==> src/rtl/dxm_demux_reg.sv <==
// dxm_demux_reg: registered 1-to-2 demultiplexer.
// Accepts a valid/ready stream and tags each beat with the `control` value
// sampled when it is accepted. Beats sit in a 2-entry in-order buffer and
// leave on the low (tag 0) or high (tag 1) output port. The port that is not
// valid drives zeros, so neither stale nor foreign data is ever exposed.
module dxm_demux_reg #(
    parameter int mux_width = 1
) (
    input  logic                 clk,
    input  logic                 rst,

    input  logic                 in_valid,
    input  logic [mux_width-1:0] in_data,
    output logic                 in_ready,
    input  logic                 control,

    output logic                 out_low_valid,
    output logic [mux_width-1:0] out_low_data,
    input  logic                 out_low_ready,

    output logic                 out_high_valid,
    output logic [mux_width-1:0] out_high_data,
    input  logic                 out_high_ready
);

    // Two {data, tag} entries addressed by 1-bit pointers.
    logic [mux_width-1:0] entry_data [2];
    logic                 entry_tag  [2];
    logic                 wr_ptr;
    logic                 rd_ptr;
    logic [1:0]           count;

    logic                 empty;
    logic                 full;
    logic                 head_tag;
    logic [mux_width-1:0] head_data;
    logic                 push;
    logic                 pop;

    // Head decode, handshakes and port outputs.
    // NOTE: every signal written here gets a default first so no latch is inferred.
    always_comb begin
        empty          = (count == 2'd0);
        full           = (count == 2'd2);
        head_tag       = entry_tag[rd_ptr];
        head_data      = entry_data[rd_ptr];

        out_low_valid  = 1'b0;
        out_high_valid = 1'b0;
        out_low_data   = '0;
        out_high_data  = '0;

        if (!empty) begin
            if (head_tag) begin
                out_high_valid = 1'b1;
                out_high_data  = head_data;
            end else begin
                out_low_valid  = 1'b1;
                out_low_data   = head_data;
            end
        end

        // Only the ready of the port the head is steered to can pop it.
        pop      = (out_low_valid  && out_low_ready) ||
                   (out_high_valid && out_high_ready);

        // Ready-through on a pop when full; independent of in_valid.
        in_ready = !rst && (!full || pop);
        push     = in_valid && in_ready;
    end

    // Entry storage: written on push only.
    // NOTE: the entries carry no reset; outputs are gated by count, so stale
    // contents are never visible and the storage stays plain flops/RAM.
    always_ff @(posedge clk) begin
        if (push) begin
            entry_data[wr_ptr] <= in_data;
            entry_tag[wr_ptr]  <= control;
        end
    end

    // Pointer and occupancy bookkeeping with synchronous reset.
    // NOTE: sequential state uses non-blocking assignments so every register
    // samples the pre-edge values regardless of statement order.
    always_ff @(posedge clk) begin
        if (rst) begin
            wr_ptr <= 1'b0;
            rd_ptr <= 1'b0;
            count  <= 2'd0;
        end else begin
            if (push) begin
                wr_ptr <= ~wr_ptr;
            end
            if (pop) begin
                rd_ptr <= ~rd_ptr;
            end
            case ({push, pop})
                2'b10:   count <= count + 2'd1;
                2'b01:   count <= count - 2'd1;
                default: count <= count;
            endcase
        end
    end

endmodule

==> config.mk <==
export PLATFORM = sky130hd
export DESIGN_NAME = dxm_demux_reg
export DESIGN_NICKNAME = d
export VERILOG_FILES = /design/src/rtl/dxm_demux_reg.sv
export SDC_FILE = /design/constraint.sdc
export NUM_CORES = 1
export LEC_CHECK = 0
export CAP_MARGIN = 20
export CORE_AREA = 8 8 45 47
export CTS_CLUSTER_DIAMETER = 50
export DETAILED_ROUTE_END_ITERATION = 16
export DIE_AREA = 0 0 53 55
export SETUP_SLACK_MARGIN = 0.3
export SLEW_MARGIN = 20
export SYNTH_ARGS = -nofsm -noshare
export SYNTH_HDL_FRONTEND = slang
export SYNTH_SLANG_ARGS = --single-unit
==> constraint.sdc <==
create_clock -name clk -period 3 [get_ports clk]
set_clock_uncertainty 0.2 [all_clocks]
set_input_delay 0.3 -clock clk [delete_from_list [all_inputs] [get_ports clk]]
set_output_delay 0.3 -clock clk [all_outputs]
set_load 0.01 [all_outputs]
# == Word-level counts from Yosys, hierarchy flattened ==
# Memories as Yosys holds them, arrays and structs flattened. A register that Yosys moved wholly into a read port is not among the register bits.
# Cells that the tools add are included.
# W data, S select, Z words.
# totals
ramBits,4
inputBits,7
word_cells,37
reg_bits,4
n_memories,2
# classes
n_mux,15
reduce_logical,10
bitwise,2
n_addsub,2
eq_ne,3
# memory_table
name,depth,word_bits,read_ports,rd_clocked_by_memory_dff,wr,line,rtl
entry_data,2,1,1,1,1,27,logic [mux_width-1:0] entry_data [2];
entry_tag,2,1,1,1,1,28,logic entry_tag [2];
# ops
op,count
$mux W1,14
$eq A2 B2 Y1 const B,2
$logic_and A1 B1 Y1,4
$pmux W2 S2,1
$add A2 B1 Y2 const B,1
$eq A2 B1 Y1 const B,1
$logic_not A1 Y1,2
$logic_not A2 Y1,1
$logic_or A1 B1 Y1,2
$not A1 Y1,2
$reduce_bool A2 Y1,1
$sub A2 B1 Y2 const B,1

# == Longest topological paths before layout ==
# depth
word_depth,9
depth_mapped,8

# == Least setup slack after synthesis ==
# OpenSTA, ideal clock, no wires.
# synth_path
kind,register -> register
start,register with a tool-made name
end,register count[1]
arrival_ps,2048
stages_incl_launch_ff,8
synth_period_minus_slack_ps,2318
n_path_buf,0
slack_ps,682
required_time_ps,2730
path_cell_list,dfxtp_1 > mux2i_2 > mux2_4 > nor2_2 > nand2_1 > ha_1 > or3_1 > a21oi_1
# synth_lines
element,line,rtl
to (signal assigned),98,2'b10: count <= count + 2'd1;
to (signal assigned),99,2'b01: count <= count - 2'd1;
to (signal assigned),100,default: count <= count;
to (decl),31,logic [1:0] count;

==> results_dict.tcl <==
set metrics [dict create \
    postSynthRegisterBits 9 \
    post_cts.resized_instances 0 \
    io_buffers 11 \
    gp_congestion 0.752 \
    dpl.hpwl_um 718 \
    synth.cell_area_sq_um 460 \
    clkLatencyLatePin_ns 0.25 \
    clock_tree.root_cell "sky130_fd_sc_hd__clkbuf_4" \
    avgRoutedWirePerCell_um 12.5 \
    dr.first_iter.drc_count 1 \
    max_capacitance_violation_total 0 \
    power.density_cell_area_nw_per_um2 734 \
    antenna_violations_before_repair 0 \
    die_area_sq_um 2920 \
    cp_slowest_stage_delay_ns 0.55 \
    report.final.hold_viol_count 0 \
    cp_data_required_time_ns 2.50 \
    final_layout_size_suffix_gt1_share_pct 15.8 \
    fillers 143 \
    routed-via-count 339 \
    worst_ep_arrival_time_ns 2.05 \
    die_width_um 53 \
    boundaryPins 12 \
    vias_in_the_first_global_route 346 \
    area_growth_pct 34.0 \
    clkTransAtPathRegs_ns 0.06 \
    worstSetupEndpointType "output pin" \
    cts.path.max_buffers 2 \
    layout_min_cycle_time_ns 2.55 \
    synth.yosys.seq_area_share_pct 47.8 \
    min_period_over_period_pct 85.0 \
    tritoncts.num_buffers 3 \
    vias_per_cell 4.64 \
    leakagePower_nw 0.235 \
    tritoncts "yes" \
    cp_cell_sequence "mux2i_2 > mux2_4 > nor2_2 > clkdlybuf4s50_1" \
    outcome "finished, final reports clean" \
    setup-violations-final 0 \
    layout_commonest_cell "sky130_fd_sc_hd__clkdlybuf4s50_1" \
    num_rows 14 \
    drc 0 \
    critPathTopFamily "multiplexers" \
    layout_common_cells "sky130_fd_sc_hd__clkdlybuf4s50_1 (11), sky130_fd_sc_hd__nor2_1 (7), sky130_fd_sc_hd__dfxtp_1 (5)" \
    core-area_sq_um 1380 \
    grt_setup_unrepaired "false" \
    max-vdd-ir-drop_mv 0.198 \
    firstDrtPassIters 3 \
    relSlewSlack_pct 75.4 \
    path_class "reg -> out" \
    cts.repair_timing.setup_buffer_count 0 \
    initial_utilization_pct 33.3 \
    synthDistinctLibCells 22 \
    chip_height_um 55 \
    syn-num-nets 50 \
    gr-total-overflow 0 \
    layout.nets 66 \
    start_kind "flip-flop" \
    holdCritPathClass "reg -> reg" \
    yosysWarningCount 0 \
    fmax_mhz 392 \
    synthCells 42 \
    ctsHoldBuffers 0 \
    tns_ns 0 \
    finalWirelength_um 910 \
    grt.total_usage_pct 7.31 \
    grt_start_max_net_pins 8 \
    syn-mean-instance-area_sq_um 11.0 \
    grt_first_pass_wirelength_mm 1.56 \
    worst-path-max-fanout 5 \
    slew_viol_final 0 \
    worst_slew_pin_slew_ns 0.362 \
    critPathSlowestCell "sky130_fd_sc_hd__clkdlybuf4s50_1" \
    finalNonFillerCells 73 \
    cts.sink_count 9 \
    n_antenna_cell 0 \
    ant_nets 0 \
    placed_cells_incl_taps 69 \
    ctsHtreeMaxLevel 1 \
    critPathBufInv 1 \
]
Yosys cell counts:
cell                       n  area [sq um]
sky130_fd_sc_hd__nand2_1   1          3.75
sky130_fd_sc_hd__a21oi_1   1          5.00
sky130_fd_sc_hd__mux2i_2   1          13.8
sky130_fd_sc_hd__xnor2_1   1          8.76
sky130_fd_sc_hd__mux2_4    1          15.0
sky130_fd_sc_hd__ha_1      1          12.5
sky130_fd_sc_hd__dfxtp_1   5           100
sky130_fd_sc_hd__nor3b_1   2          15.0
sky130_fd_sc_hd__nand2b_1  1          6.26
sky130_fd_sc_hd__and3_1    1          6.26
sky130_fd_sc_hd__inv_1     2          7.51
sky130_fd_sc_hd__nor2b_1   2          12.5
sky130_fd_sc_hd__mux2i_1   1          10.0
sky130_fd_sc_hd__nor2_1    7          26.3
sky130_fd_sc_hd__or3_1     1          6.26
sky130_fd_sc_hd__nor2_2    2          12.5
sky130_fd_sc_hd__nor4_4    1          21.3
sky130_fd_sc_hd__edfxtp_1  4           120
sky130_fd_sc_hd__o21ai_0   3          15.0
sky130_fd_sc_hd__mux2_2    1          11.3
sky130_fd_sc_hd__mux2_1    2          22.5
sky130_fd_sc_hd__xor2_1    1          8.76
through the flow:
| step | hold slack [ns] | util (%) | worst slack [ns] | cell area [sq um] | total power [W] |
|---|---|---|---|---|---|
| floorplan | 0.169 | - | 0.682 | 460 | 0.000297 |
| global placement | 0.316 | 42.7 | 0.563 | 591 | 0.000364 |
| detailed placement | 0.320 | 42.7 | 0.562 | 591 | 0.000365 |
| CTS | 0.330 | 44.6 | 0.418 | 617 | 0.000460 |
| global route | 0.388 | 44.6 | 0.352 | 617 | 0.000490 |
| finish | 0.334 | 44.6 | 0.450 | 617 | 0.000453 |
power breakdown:
part,switching (W),internal (W),total (W)
logic,0.0000803,0.000100,0.000181
clock network,0.0000401,0.0000511,0.0000912
registers,0.0000265,0.000155,0.000181
total,0.000147,0.000306,0.000453
metal layers:
metal	track usage (%)	wire (um)
met5	0	0
met4	6.47	19
met3	2.14	62
met2	12.5	437
met1	7.10	391
worst reg2reg max path: stages (launching register included):
cell	delay, ns
sky130_fd_sc_hd__dfxtp_1	0.37
sky130_fd_sc_hd__mux2i_2	0.39
sky130_fd_sc_hd__mux2_4	0.37
sky130_fd_sc_hd__nor2_2	0.12
sky130_fd_sc_hd__nand2_1	0.08
sky130_fd_sc_hd__ha_1	0.33
sky130_fd_sc_hd__or3_1	0.35
sky130_fd_sc_hd__a21oi_1	0.13
logic make-up after synthesis:
logic type / share of synthesized area (%)
AO/OA/AOI/OAI: 4.35
XOR/XNOR: 3.81
adder cells (fa/ha/maj): 2.72
buffers and inverters: 1.63
flip-flops: 47.8
multiplexers: 15.8
AND/OR/NAND/NOR: 23.9
layout make-up:
class / instances / area (sq um) / share of cell area (%)
Multi-Input combinational cell: 31 / 233 / 37.7
Timing Repair Buffer: 11 / 110 / 17.8
Clock buffer: 4 / 26.3 / 4.26
Inverter: 2 / 7.51 / 1.22
Sequential cell: 9 / 220 / 35.7
Tap cell: 16 / 20.0 / 3.25
worst paths after layout:
path	slack (ns)	from	cells past startpoint	to
setup / recovery	0.45	flip-flop	4	in_ready
hold / removal	0.33	count[1]	2	count[1]
setup reg to reg	0.60	flip-flop	7	count[1]
hold reg to reg	0.33	count[1]	2	count[1]
Power figures use the tool's default switching activity.
